<file path="config.mk">
export PLATFORM = sky130hd
export DESIGN_NAME = volume_mix_sequencer_flat
export DESIGN_NICKNAME = d
export VERILOG_FILES = /design/src/rtl/volume_mix_sequencer_if.sv /design/src/rtl/volume_mix_sequencer.sv /design/src/flat_wrapper.sv
export SDC_FILE = /design/constraint.sdc
export NUM_CORES = 1
export LEC_CHECK = 0
export CORE_MARGIN = 2
export CORE_UTILIZATION = 54
export CTS_CLUSTER_DIAMETER = 80
export DETAILED_ROUTE_END_ITERATION = 7
export HOLD_SLACK_MARGIN = 0.05
export PLACE_DENSITY_LB_ADDON = 0.15
export SYNTH_ARGS = -nofsm -noshare
export SYNTH_HDL_FRONTEND = slang
export SYNTH_SLANG_ARGS = --single-unit
export TNS_END_PERCENT = 30
</file>
<file path="constraint.sdc">
create_clock -name clk -period 3.6 [get_ports clk]
set_clock_uncertainty 0.05 [all_clocks]
set_input_delay 0.72 -clock clk [delete_from_list [all_inputs] [get_ports clk]]
set_output_delay 0.72 -clock clk [all_outputs]
set_load 0.1 [all_outputs]
</file>
<file path="src/rtl/volume_mix_sequencer_if.sv">
// volume_mix_sequencer_if
//   Output stream of the volume mix sequencer: one saturated mix sample per
//   frame, offered with a valid/ready handshake.
//   Signals:
//     mix_out    16-bit signed mix sample (stable while mix_valid is high)
//     mix_valid  mix_out holds a sample that has not been accepted yet
//     mix_ready  downstream accepts mix_out when high together with mix_valid
//   Modports:
//     master  the sequencer (drives mix_out/mix_valid, observes mix_ready)
//     slave   the downstream consumer
interface volume_mix_sequencer_if;
  logic [15:0] mix_out;
  logic        mix_valid;
  logic        mix_ready;

  modport master (output mix_out, output mix_valid, input mix_ready);
  modport slave  (input mix_out, input mix_valid, output mix_ready);
endinterface

</file>
<file path="src/rtl/volume_mix_sequencer.sv">
// volume_mix_sequencer
//   Shares one external volume_adjust scaler across NUM_VOICES voices. On an
//   accepted frame_start the voice samples are latched and the per-voice
//   volumes updated; each voice is then pushed through the scaler on its own
//   cycle, the scaled results are summed, and the sum is clamped to a 16-bit
//   signed mix sample offered on the mix_if stream.
//   Optional feature macro: VOLUME_RAMP_EN
//     defined   - each accepted frame moves every volume one step toward its target
//     undefined - each accepted frame loads the target volumes directly
//   Ports:
//     clk, rst        clock and synchronous active-high reset
//     frame_start     one-cycle pulse starting a frame (ignored while busy)
//     voice_samples   packed signed samples, voice i at [16*i +: 16]
//     target_volume   packed target volumes, voice i at [VOLUME_BITS*i +: VOLUME_BITS]
//     scaler_sample   sample presented to the external scaler
//     scaler_volume   volume presented to the external scaler
//     scaler_result   combinational result returned by the external scaler
//     mix_if          master side of the mix output stream
//     busy            high whenever a frame is in progress
//     frame_overrun   one-cycle pulse when frame_start arrives while busy
module volume_mix_sequencer #(
  parameter int NUM_VOICES  = 4,
  parameter int VOLUME_BITS = 4
) (
  input  logic                              clk,
  input  logic                              rst,
  input  logic                              frame_start,
  input  logic [NUM_VOICES*16-1:0]          voice_samples,
  input  logic [NUM_VOICES*VOLUME_BITS-1:0] target_volume,
  output logic [15:0]                       scaler_sample,
  output logic [VOLUME_BITS-1:0]            scaler_volume,
  input  logic [15:0]                       scaler_result,
  volume_mix_sequencer_if.master            mix_if,
  output logic                              busy,
  output logic                              frame_overrun
);

  localparam int IDX_W = $clog2(NUM_VOICES);
  localparam int ACC_W = 16 + $clog2(NUM_VOICES);
  localparam logic [IDX_W-1:0] LAST_IDX = IDX_W'(NUM_VOICES - 1);
  localparam logic signed [ACC_W-1:0] SAT_MAX = ACC_W'(32767);
  localparam logic signed [ACC_W-1:0] SAT_MIN = ACC_W'(-32768);

  typedef enum logic [1:0] {IDLE, SCALE, SAT, HOLD} state_e;

  state_e                   state_q, state_d;
  logic [IDX_W-1:0]         idx_q, idx_d;
  logic signed [ACC_W-1:0]  acc_q, acc_d;
  logic [15:0]              samp_q [NUM_VOICES];
  logic [15:0]              samp_d [NUM_VOICES];
  logic [VOLUME_BITS-1:0]   cur_vol_q [NUM_VOICES];
  logic [VOLUME_BITS-1:0]   cur_vol_d [NUM_VOICES];
  logic [15:0]              mix_out_q, mix_out_d;
  logic                     mix_valid_q, mix_valid_d;
  logic                     frame_overrun_q, frame_overrun_d;

  // State and datapath registers; reset abandons any frame in flight.
  always_ff @(posedge clk) begin
    if (rst) begin
      state_q         <= IDLE;
      idx_q           <= '0;
      acc_q           <= '0;
      mix_out_q       <= '0;
      mix_valid_q     <= 1'b0;
      frame_overrun_q <= 1'b0;
      for (int i = 0; i < NUM_VOICES; i++) begin
        samp_q[i]    <= '0;
        cur_vol_q[i] <= '0;
      end
    end else begin
      state_q         <= state_d;
      idx_q           <= idx_d;
      acc_q           <= acc_d;
      mix_out_q       <= mix_out_d;
      mix_valid_q     <= mix_valid_d;
      frame_overrun_q <= frame_overrun_d;
      samp_q          <= samp_d;
      cur_vol_q       <= cur_vol_d;
    end
  end

  // Next-state logic.
  always_comb begin
    state_d = state_q;
    case (state_q)
      IDLE:    if (frame_start) state_d = SCALE;
      SCALE:   if (idx_q == LAST_IDX) state_d = SAT;
      SAT:     state_d = HOLD;
      HOLD:    if (mix_valid_q && mix_if.mix_ready) state_d = IDLE;
      default: state_d = IDLE;
    endcase
  end

  // Datapath and outputs. The scaler is only driven in SCALE so that it sees
  // zeros between frames.
  always_comb begin
    idx_d           = idx_q;
    acc_d           = acc_q;
    samp_d          = samp_q;
    cur_vol_d       = cur_vol_q;
    mix_out_d       = mix_out_q;
    mix_valid_d     = mix_valid_q;
    scaler_sample   = '0;
    scaler_volume   = '0;
    frame_overrun_d = frame_start && (state_q != IDLE);

    case (state_q)
      IDLE: begin
        if (frame_start) begin
          acc_d = '0;
          idx_d = '0;
          for (int i = 0; i < NUM_VOICES; i++) begin
            samp_d[i] = voice_samples[16*i +: 16];
`ifdef VOLUME_RAMP_EN
            // Targets are themselves in range, so stepping toward one can
            // never wrap past 0 or full scale.
            if (cur_vol_q[i] < target_volume[VOLUME_BITS*i +: VOLUME_BITS])
              cur_vol_d[i] = cur_vol_q[i] + VOLUME_BITS'(1);
            else if (cur_vol_q[i] > target_volume[VOLUME_BITS*i +: VOLUME_BITS])
              cur_vol_d[i] = cur_vol_q[i] - VOLUME_BITS'(1);
`else
            cur_vol_d[i] = target_volume[VOLUME_BITS*i +: VOLUME_BITS];
`endif
          end
        end
      end
      SCALE: begin
        scaler_sample = samp_q[idx_q];
        scaler_volume = cur_vol_q[idx_q];
        acc_d = acc_q + {{(ACC_W-16){scaler_result[15]}}, scaler_result};
        idx_d = idx_q + IDX_W'(1);
      end
      SAT: begin
        if (acc_q > SAT_MAX)
          mix_out_d = 16'h7fff;
        else if (acc_q < SAT_MIN)
          mix_out_d = 16'h8000;
        else
          mix_out_d = acc_q[15:0];
        mix_valid_d = 1'b1;
      end
      HOLD: begin
        if (mix_valid_q && mix_if.mix_ready) mix_valid_d = 1'b0;
      end
      default: ;
    endcase
  end

  assign mix_if.mix_out   = mix_out_q;
  assign mix_if.mix_valid = mix_valid_q;
  assign busy             = (state_q != IDLE);
  assign frame_overrun    = frame_overrun_q;

endmodule
</file>
<file path="src/flat_wrapper.sv">
// flat-port wrapper written by rule: the top's interface ports become plain ports
module volume_mix_sequencer_flat 
#(
  parameter int NUM_VOICES  = 4,
  parameter int VOLUME_BITS = 4
)
  (clk, rst, frame_start, voice_samples, target_volume, scaler_sample, scaler_volume, scaler_result, busy, frame_overrun, mix_if_mix_out, mix_if_mix_valid, mix_if_mix_ready);
  volume_mix_sequencer_if mix_if_i ();
  input  logic clk;
  input  logic rst;
  input  logic frame_start;
  input  logic [NUM_VOICES*16-1:0] voice_samples;
  input  logic [NUM_VOICES*VOLUME_BITS-1:0] target_volume;
  output logic [15:0] scaler_sample;
  output logic [VOLUME_BITS-1:0] scaler_volume;
  input  logic [15:0] scaler_result;
  output logic busy;
  output logic frame_overrun;
  output wire logic [$bits(mix_if_i.mix_out)-1:0] mix_if_mix_out;
  output wire logic [$bits(mix_if_i.mix_valid)-1:0] mix_if_mix_valid;
  input wire logic [$bits(mix_if_i.mix_ready)-1:0] mix_if_mix_ready;
  assign mix_if_mix_out = mix_if_i.mix_out;
  assign mix_if_mix_valid = mix_if_i.mix_valid;
  assign mix_if_i.mix_ready = mix_if_mix_ready;
  volume_mix_sequencer #(.NUM_VOICES(NUM_VOICES), .VOLUME_BITS(VOLUME_BITS)) u_core (.clk(clk), .rst(rst), .frame_start(frame_start), .voice_samples(voice_samples), .target_volume(target_volume), .scaler_sample(scaler_sample), .scaler_volume(scaler_volume), .scaler_result(scaler_result), .mix_if(mix_if_i), .busy(busy), .frame_overrun(frame_overrun));
endmodule
</file>
-- Word level (Yosys, flattened, before mapping)
Index checks and enable logic that the tools add are counted.
- add/subtract/negate cells: 2
- order comparisons: 3
- equality and inequality tests: 7
- muxes and demuxes: 20
- bitwise operators: 1
- reduce and logical (&&, ||, !) cells: 10
- operators by type and width (operator ; number):
    16-bit two-way mux ; 5
    18-bit one-hot mux with 2 select lines ; 1
    16-bit binary-select mux with 2-bit select ; 1
    18-bit adder ; 1
    18-bit by 16-bit greater-than comparator with 1-bit output (second input constant) ; 1
    18-bit by 16-bit less-than comparator with 1-bit output (second input constant) ; 1
    18-bit two-way mux ; 1
    4-bit two-way mux ; 3
    4-bit binary-select mux with 2-bit select ; 1
    2-bit two-way mux ; 4
    2-bit one-hot mux with 4 select lines ; 1
    2-bit == test (second input constant) ; 3
    2-bit AND reduction ; 3
    2-bit nonzero test ; 3
    2-bit by 1-bit inequality test with 1-bit output (second input constant) ; 2
    2-bit one-hot mux with 2 select lines ; 1
    3-bit greater-or-equal comparator (second input constant) ; 1
    2-bit inverter with 3-bit output ; 1
    3-bit AND reduction ; 1
    2-bit by 1-bit adder with 2-bit output (second input constant) ; 1
    2-bit by 1-bit == test with 1-bit output (second input constant) ; 1
    1-bit logical AND ; 2
    2-bit zero test ; 1
    2-bit inequality test (second input constant) ; 1
    other kinds (2) ; 2
- flip-flop bits (word level): 120
- logic and storage cells: 57

-- Logic depth before layout (Yosys ltp)
Gate-level depths: netlist of the first run.
- depth after elaboration: 5
- depth in mapped cells: 10

-- Least setup slack after synthesis of the first run
Ideal clock, no wire load.
- path type: flip-flop to output port
- start point: register u_core.idx_q[1]
- end point: output scaler_sample[10]
- data arrival time: 2.103 ns
- required time: 2.830 ns
- slack: 0.727 ns
- cell stages (with the launch flop): 5
- buffers on the path: 2
- cells stage by stage: dfxtp_1 -> buf_1 -> buf_1 -> mux4_2 -> and2_1
- word-level cells in the longest chain between the ends: 5
- ends and longest elaborated chain (element ; line ; source):
    from (decl) ; volume_mix_sequencer.sv:47 ; logic [IDX_W-1:0] idx_q, idx_d;
    from (signal assigned) ; volume_mix_sequencer.sv:72 ; idx_q <= idx_d;
    2-bit inverter with 3-bit output (implied by the code) ; volume_mix_sequencer.sv:128 ; scaler_sample = samp_q[idx_q];
    16-bit binary-select mux with 2-bit select ; volume_mix_sequencer.sv:128 ;
    16-bit two-way mux (implied by the code) (2 in series) ; volume_mix_sequencer.sv:128 ;
    16-bit two-way mux ; volume_mix_sequencer.sv:107 ; case (state_q)
    to (decl) ; flat_wrapper.sv:14 ; output logic [15:0] scaler_sample;
Every way passes these cells. The select of a mux whose other input is x is not followed.

-- Worst setup path after layout of the first run
- start point: register u_core.idx_q[0]
- end point: output scaler_sample[2]
Same word-level chain as after synthesis.

==> impl_summary.txt, run 1 <==
----------------------------------------------------
[Pwr]
  Register share of total power ... 0.310
  Power density over the cells ... 709.3 mW/mm²
  Leak ... 3.003 nW
  Combinational Power Share ... 0.390
  VDD IR-drop max ... 0.4535 mV
  Total internal power ... 3.509 mW
  Power consumption ... 5.634 mW
  Portion of total power attributed to the clock network ... 0.299
  Switching power summed over all nets ... 2.125 mW
  Switch share ... 0.3771

[Clocking]
  Clock tree root driver cell ... sky130_fd_sc_hd__clkbuf_8
  Quantity of gates resized following cts ... 0
  Clock tree sinks ... 120
  Cts bufs inserted ... 17
  Buffers from clock root to sink, at most ... 2
  TritonCTS clock tree ... done
  Cts hold-fix bufs ... 0
  Total setup buffers inserted after CTS ... 0
  Insertion delay of the later-clocked pin in the worst-skew pair ... 0.52 ns
  Clock slew at the register clock pins of the worst setup and hold paths ... 0.05 ns
  H-tree depth ... 4

[Finish]
  Top library cells by usage in the layout, fill and taps aside ... sky130_fd_sc_hd__nand2_1, sky130_fd_sc_hd__dfxtp_1, sky130_fd_sc_hd__clkdlybuf4s50_1
  Fin area ... 0.007943 mm²
  Fraction of final layout cells with drive strength greater than 1 ... 0.1103
  Register Area ... 0.002402 mm²
  Most frequent standard cell in the layout excluding fill and tap cells ... sky130_fd_sc_hd__nand2_1
  Antenna diode instance count ... 0
  Footprint of the multi-input gates ... 0.003082 mm²
  Finished Core Util ... 0.7728
  # fillers ... 712
  Area Overhead vs Synth ... 39.55%
  Number of nets in the finished design ... 935

[Die]
  DIE WIDTH ... 106.7 µm
  Starting utilization of the core area ... 0.5538
  CORE AREA ... 0.01028 mm²
  Die Outline Area ... 0.01138 mm²
  Die Y-Extent ... 106.7 µm
  Standard-cell row count ... 37
  Number of ports placed on the die boundary ... 139

[Synth]
  Synthesis-stage register bit count ... 120
  Syn. warnings ... 0
  Netlist area before placement ... 0.005692 mm²
  Most common flop cell mapped by yosys ... sky130_fd_sc_hd__dfxtp_1
  Synth Instances ... 689
  Post-synthesis cell type count ... 50
  Synth top area share ... 0.4221
  Sequential element share of the synthesized area ... 0.4221
  Post-synth ARST share ... 0
  Largest area contributor in the netlist ... sky130_fd_sc_hd__dfxtp_1
  Ranking of synthesized cells by area ... sky130_fd_sc_hd__dfxtp_1, sky130_fd_sc_hd__nand2_1, sky130_fd_sc_hd__a21oi_1
  Syn avg cell area ... 8.261 µm²
  Number of synthesized flops with an enable pin ... 0
  Total nets after synthesis ... 812

[Detailed routing]
  Post-detailed-route DRC marker count ... 0
  DR pass1 iterations ... 5
  Final ANT Viol Nets ... 0
  DR WL/cell ... 15.85 µm
  Via count ... 5,323
  Violation count after the first detailed-route iteration ... 263
  Total Routed Length ... 15,240 µm
  Avg Vias per Cell ... 5.539

[STA]
  Setup violations, final ... 0
  Worst-margin pin slew ... 1.012 ns
  Peak Freq ... 0.3279 GHz
  Slew Limit Headroom ... 0.3233
  Final count of hold timing violations ... 0
  Post-layout minimum cycle time ... 3.050 ns
  Period Utilization, post-route ... 0.8471
  Final critical-path setup slack ... 0.5503 ns
  Setup TNS ... 0 ns
  Unrepaired setup endpoints after global routing ... no
  Number of pins exceeding their max-slew limit in the final report ... 0

[Critical path]
  Largest driver fanout on the critical path ... 19
  Setup Crit Path Kind ... reg -> out
  Worst Path Buf+Inv ... 2
  Family with the most delay on the worst path ... buffers and inverters
  Worst-path cell with the longest stage delay ... sky130_fd_sc_hd__mux4_2
  Crit end category ... primary output
  Arrival time reported for the critical path endpoint ... 2.28 ns
  Largest stage delay on the critical path ... 0.55 ns
  Startpoint kind of the worst setup timing path ... flop
  Series of cell instances along the critical path ... buf_4 -> mux4_2 -> and2_1 -> buf_12
  Required @ worst endpoint ... 2.83 ns

[Worst hold path]
  Worst min-delay path class ... reg -> reg

[Place]
  Final RePlAce weighted congestion ... 0.8761
  Post-detailed-placement half-perimeter wirelength ... 10,190 µm
  Setup Slack @ Placement ... 0.2400 ns
  Placed cell areas ... 0.007345 mm²
  Number of buffer cells added on primary ports ... 138

[Outcome]
  Status ... complete, no violations

[Global route]
  Antenna violations before repair ... 0
  Number of global-route vias before repair ... 5,310
  GR Util All Layers ... 0.2767
  Grt ovf ... 0
  Global-route wire length before repair ... 25,050 µm
  Pin count of the biggest net entering global routing ... 81

[Run]
  Max-capacitance violation count ... 0

----------------------------------------------------
worst paths after layout:
kind | startpoint | to | slack [ns] | cells after the start
worst max-delay path | u_core.idx_q[0]$_SDFFE_PP0P_ | scaler_sample[2] | 0.55 | 4
worst min-delay path | u_core.samp_q[16]$_SDFFE_PP0P_ | u_core.samp_q[16]$_SDFFE_PP0P_ | 0.40 | 2
worst max register to register | u_core.acc_q[0]$_SDFFE_PP0P_ | u_core.acc_q[16]$_SDFFE_PP0P_ | 0.99 | 10
worst min register to register | u_core.samp_q[16]$_SDFFE_PP0P_ | u_core.samp_q[16]$_SDFFE_PP0P_ | 0.40 | 2
kinds of logic after synthesis:
kind of cell / share of synthesized area
simple gates: 0.2139
mux: 0.08266
flops: 0.4221
fa+ha+maj: 0.05188
buf+inv: 0.03715
xor+xnor: 0.01693
compound gates: 0.1754
power by group through the flow:
stage                     logic [mW]  clock network (mW)  registers (mW)
after CTS                       2.21                1.71            1.74
after global routing            2.38                1.77            1.78
after floorplan                 1.42                   0            1.90
after global placement          2.15                   0            1.75
after detailed placement        2.19                   0            1.77
final                           2.20                1.69            1.75
synthesized netlist by cell type (9+ instances only):
cell / count
sky130_fd_sc_hd__o21ai_1: 10
sky130_fd_sc_hd__nand2b_1: 20
sky130_fd_sc_hd__inv_1: 10
sky130_fd_sc_hd__and2_1: 22
sky130_fd_sc_hd__mux4_2: 20
sky130_fd_sc_hd__nor2_1: 28
sky130_fd_sc_hd__ha_1: 22
sky130_fd_sc_hd__xnor2_1: 9
sky130_fd_sc_hd__a21oi_1: 114
sky130_fd_sc_hd__clkbuf_1: 36
sky130_fd_sc_hd__o21ai_0: 25
sky130_fd_sc_hd__dfxtp_1: 120
sky130_fd_sc_hd__nand2_1: 188
metrics by stage:
stage	cells	hold WS, ns
4_1_cts	961	0.4042
3_5_place_dp	929	0.3969
2_1_floorplan	689	0.3831
3_3_place_gp	929	0.3887
6_report	961	0.4030
5_1_grt	961	0.4195
layer usage:
metal,share of wire,up-vias,track usage
li1,-,2597,-
met4,0.017,0,0.1067
met3,0.063,24,0.06991
met2,0.50,187,0.4718
met1,0.42,2515,0.3362
met5,0,-,0
cell type report:
| cell class | count | area share |
|---|---|---|
| Clock buffer | 24 | 0.06049 |
| Clock inverter | 8 | 0.01481 |
| Inverter | 12 | 0.005829 |
| Multi-Input combinational cell | 514 | 0.3880 |
| Sequential cell | 120 | 0.3025 |
| Tap cell | 136 | 0.02142 |
| Timing Repair Buffer | 147 | 0.2070 |
worst reg2reg max path, delay by kind of cell (launching register included):
family / cells / cell delay [ns]
AOI/OAI and AO/OA: 3 / 0.77
and+or+nand+nor: 3 / 0.65
adders and majority gates: 2 / 0.57
DFF: 1 / 0.36
buffers and inverters: 1 / 0.06
xor gates and xnor gates: 1 / 0.06
sequential cells by signal, summed over array words and instances, names as in the netlist:
register / count
u_core.mix_if.mix_valid: 1
u_core.cur_vol_q: 16
u_core.samp_q: 64
u_core.acc_q: 18
u_core.mix_if.mix_out: 16
u_core.state_q: 2
u_core.frame_overrun: 1
u_core.idx_q: 2
No activity file was read; power rests on OpenSTA's default activity.
==> run 2: changes to the inputs <==
CORE_UTILIZATION = 50   (was 54)
clock period = 3.1 ns   (was 3.6 ns; I/O delays follow)
==> impl_summary.txt, run 2 (synthesized netlist as in run 1, its figures left out) <==
----------------------------------------------------
[Detailed routing]
  Total Routed Length ... 15,440 µm
  Violation count after the first detailed-route iteration ... 366
  DR pass1 iterations ... 5
  DR WL/cell ... 15.84 µm
  Avg Vias per Cell ... 5.514
  Post-detailed-route DRC marker count ... 0
  Via count ... 5,376
  Final ANT Viol Nets ... 0

[Global route]
  GR Util All Layers ... 0.2527
  Global-route wire length before repair ... 25,090 µm
  Number of global-route vias before repair ... 5,259
  Grt ovf ... 0
  Antenna violations before repair ... 1
  Pin count of the biggest net entering global routing ... 81

[Die]
  CORE AREA ... 0.01098 mm²
  Die Outline Area ... 0.01225 mm²
  Number of ports placed on the die boundary ... 139
  Die Y-Extent ... 110.7 µm
  Standard-cell row count ... 38
  Starting utilization of the core area ... 0.5182
  DIE WIDTH ... 110.7 µm

[Critical path]
  Critical register-to-register path startpoint ... u_core.acc_q[0]$_SDFFE_PP0P_
  Worst reg2reg setup slack ... 0.62 ns
  Required @ worst endpoint ... 3.39 ns
  Arrival time reported for the critical path endpoint ... 3.08 ns
  Series of cell instances along the critical path ... clkdlybuf4s50_1 -> ha_1 -> inv_1 -> fa_1 -> nand2b_1 -> a21oi_1 -> o221ai_1 -> buf_4 -> o21ai_1 -> o22ai_1 -> xor2_1 -> o21ai_1
  Largest driver fanout on the critical path ... 3
  Setup Crit Path Kind ... in -> reg
  Most used cell, CP ... sky130_fd_sc_hd__o21ai_1
  Setup crit start ... scaler_result[0]
  Startpoint kind of the worst setup timing path ... input port
  Crit end category ... flop
  Largest stage delay on the critical path ... 0.47 ns
  Worst-path cell with the longest stage delay ... sky130_fd_sc_hd__clkdlybuf4s50_1

[Finish]
  Number of nets in the finished design ... 948
  Antenna diode instance count ... 0
  Fraction of final layout cells with drive strength greater than 1 ... 0.1449
  Register ranked first by flip-flop count ... u_core.samp_q
  Max reg flops ... 64
  Top library cells by usage in the layout, fill and taps aside ... sky130_fd_sc_hd__nand2_1, sky130_fd_sc_hd__dfxtp_1, sky130_fd_sc_hd__a21oi_1
  Area Overhead vs Synth ... 41.15%
  Most frequent standard cell in the layout excluding fill and tap cells ... sky130_fd_sc_hd__nand2_1
  Largest registers in the final layout ... u_core.samp_q (64), u_core.acc_q (18)
  Fin area ... 0.008034 mm²
  # fillers ... 829

[STA]
  Post-layout minimum cycle time ... 2.788 ns
  Number of pins exceeding their max-slew limit in the final report ... 0
  Setup TNS ... 0 ns
  Slew Limit Headroom ... 0.3274
  Period Utilization, post-route ... 0.8994
  Unrepaired setup endpoints after global routing ... no
  Final critical-path setup slack ... 0.3120 ns
  Peak Freq ... 0.3587 GHz
  Setup violations, final ... 0
  Hold slack final ... 0.4008 ns
  Final count of hold timing violations ... 0
  Worst-margin pin slew ... 1.005 ns

[Clocking]
  Insertion delay of the later-clocked pin in the worst-skew pair ... 0.41 ns
  TritonCTS clock tree ... done
  Buffers from clock root to sink, at most ... 2
  Cts hold-fix bufs ... 0
  Cts bufs inserted ... 17
  Quantity of gates resized following cts ... 0
  Clock tree sinks ... 120
  Total setup buffers inserted after CTS ... 0
  Clock tree root driver cell ... sky130_fd_sc_hd__clkbuf_16
  H-tree depth ... 4
  Clock slew at the register clock pins of the worst setup and hold paths ... 0.05 ns

[Place]
  Post-detailed-placement half-perimeter wirelength ... 10,560 µm
  Number of buffer cells added on primary ports ... 138
  Setup Slack @ Placement ... -0.04616 ns
  Final RePlAce weighted congestion ... 0.8616
  Placed cell areas ... 0.007427 mm²

[Run]
  Max-capacitance violation count ... 0

[Worst hold path]
  Worst min-delay path class ... reg -> reg
  Hold Crit Start ... u_core.samp_q[31]$_SDFFE_PP0P_

[Pwr]
  Register share of total power ... 0.304
  Power consumption ... 6.681 mW
  Power density over the cells ... 831.6 mW/mm²
  Leak ... 3.107 nW
  Switching power summed over all nets ... 2.487 mW
  Total internal power ... 4.195 mW
  Switch share ... 0.3722
  Portion of total power attributed to the clock network ... 0.302
  VDD IR-drop max ... 0.5062 mV
  Combinational Power Share ... 0.394

[Outcome]
  Status ... complete, no violations

----------------------------------------------------
-- run 2: changes by cell type in the layout (fill, tap and decap cells not counted) --
| cell | previous run | this run |
|---|---|---|
| sky130_fd_sc_hd__bufinv_16 | 3 | 4 |
| sky130_fd_sc_hd__a21boi_0 | 0 | 1 |
| sky130_fd_sc_hd__buf_12 | 20 | 22 |
| sky130_fd_sc_hd__clkdlybuf4s50_1 | 116 | 98 |
| sky130_fd_sc_hd__clkbuf_8 | 5 | 2 |
| sky130_fd_sc_hd__clkinvlp_4 | 1 | 2 |
| sky130_fd_sc_hd__clkbuf_1 | 3 | 1 |
| sky130_fd_sc_hd__buf_4 | 11 | 40 |
| sky130_fd_sc_hd__clkbuf_16 | 16 | 17 |
| sky130_fd_sc_hd__clkinv_2 | 4 | 3 |
| sky130_fd_sc_hd__a21boi_1 | 1 | 0 |
-- run 2: worst max-delay path, delay by kind of cell --
kind / cells / cell delay, ns
XOR/XNOR: 1 / 0.15
adder cells (fa/ha/maj): 2 / 0.54
AND/OR/NAND/NOR: 1 / 0.18
AO/OA/AOI/OAI: 5 / 0.84
buffers and inverters: 3 / 0.73
-- run 2: path summary, 6_finish.rpt --
path | end | depth (start not counted)
max reg2reg | u_core.acc_q[14]$_SDFFE_PP0P_ | 11
min | u_core.samp_q[31]$_SDFFE_PP0P_ | 2
min reg2reg | u_core.samp_q[31]$_SDFFE_PP0P_ | 2
max | u_core.acc_q[14]$_SDFFE_PP0P_ | 12
-- run 2: power by group through the flow --
| stage | registers [mW] | logic [mW] | clock network [mW] |
|---|---|---|---|
| floorplan | 2.20 | 1.65 | 0 |
| global placement | 2.04 | 2.57 | 0 |
| detailed placement | 2.05 | 2.61 | 0 |
| CTS | 2.03 | 2.64 | 2.05 |
| global route | 2.06 | 2.85 | 2.12 |
| finish | 2.03 | 2.63 | 2.02 |
-- run 2: final cells by class --
cell class	instances	area [µm²]	share of cell area
multi-input cells	514	3082	0.3836
flip-flops and latches	120	2402	0.2990
repair buffers	160	1722	0.2143
clock buffers	20	456.7	0.05684
well taps	140	175.2	0.02180
clock inverters	9	150.1	0.01869
inverters	12	46.29	0.005762
-- run 2: through the flow --
stage | util | cells
floorplan | - | 689
global placement | 0.6762 | 946
detailed placement | 0.6762 | 946
CTS | 0.7315 | 975
global route | 0.7315 | 975
finish | 0.7315 | 975
-- run 2: layer usage --
metal / routed length, µm / vias to the layer above / share of wire / GRT usage
li1: - / 2622 / - / -
met1: 6430 / 2528 / 0.42 / 0.3061
met2: 7796 / 200 / 0.50 / 0.4323
met3: 964 / 24 / 0.062 / 0.07108
met4: 235 / 2 / 0.015 / 0.08667
met5: 13 / - / 0.00084 / 0
==> run 3: changes to the inputs <==
HOLD_SLACK_MARGIN = 0.12   (was 0.05)
==> results of run 3 <==
The final DEF is identical to that of run 2; final timing and power are the same.
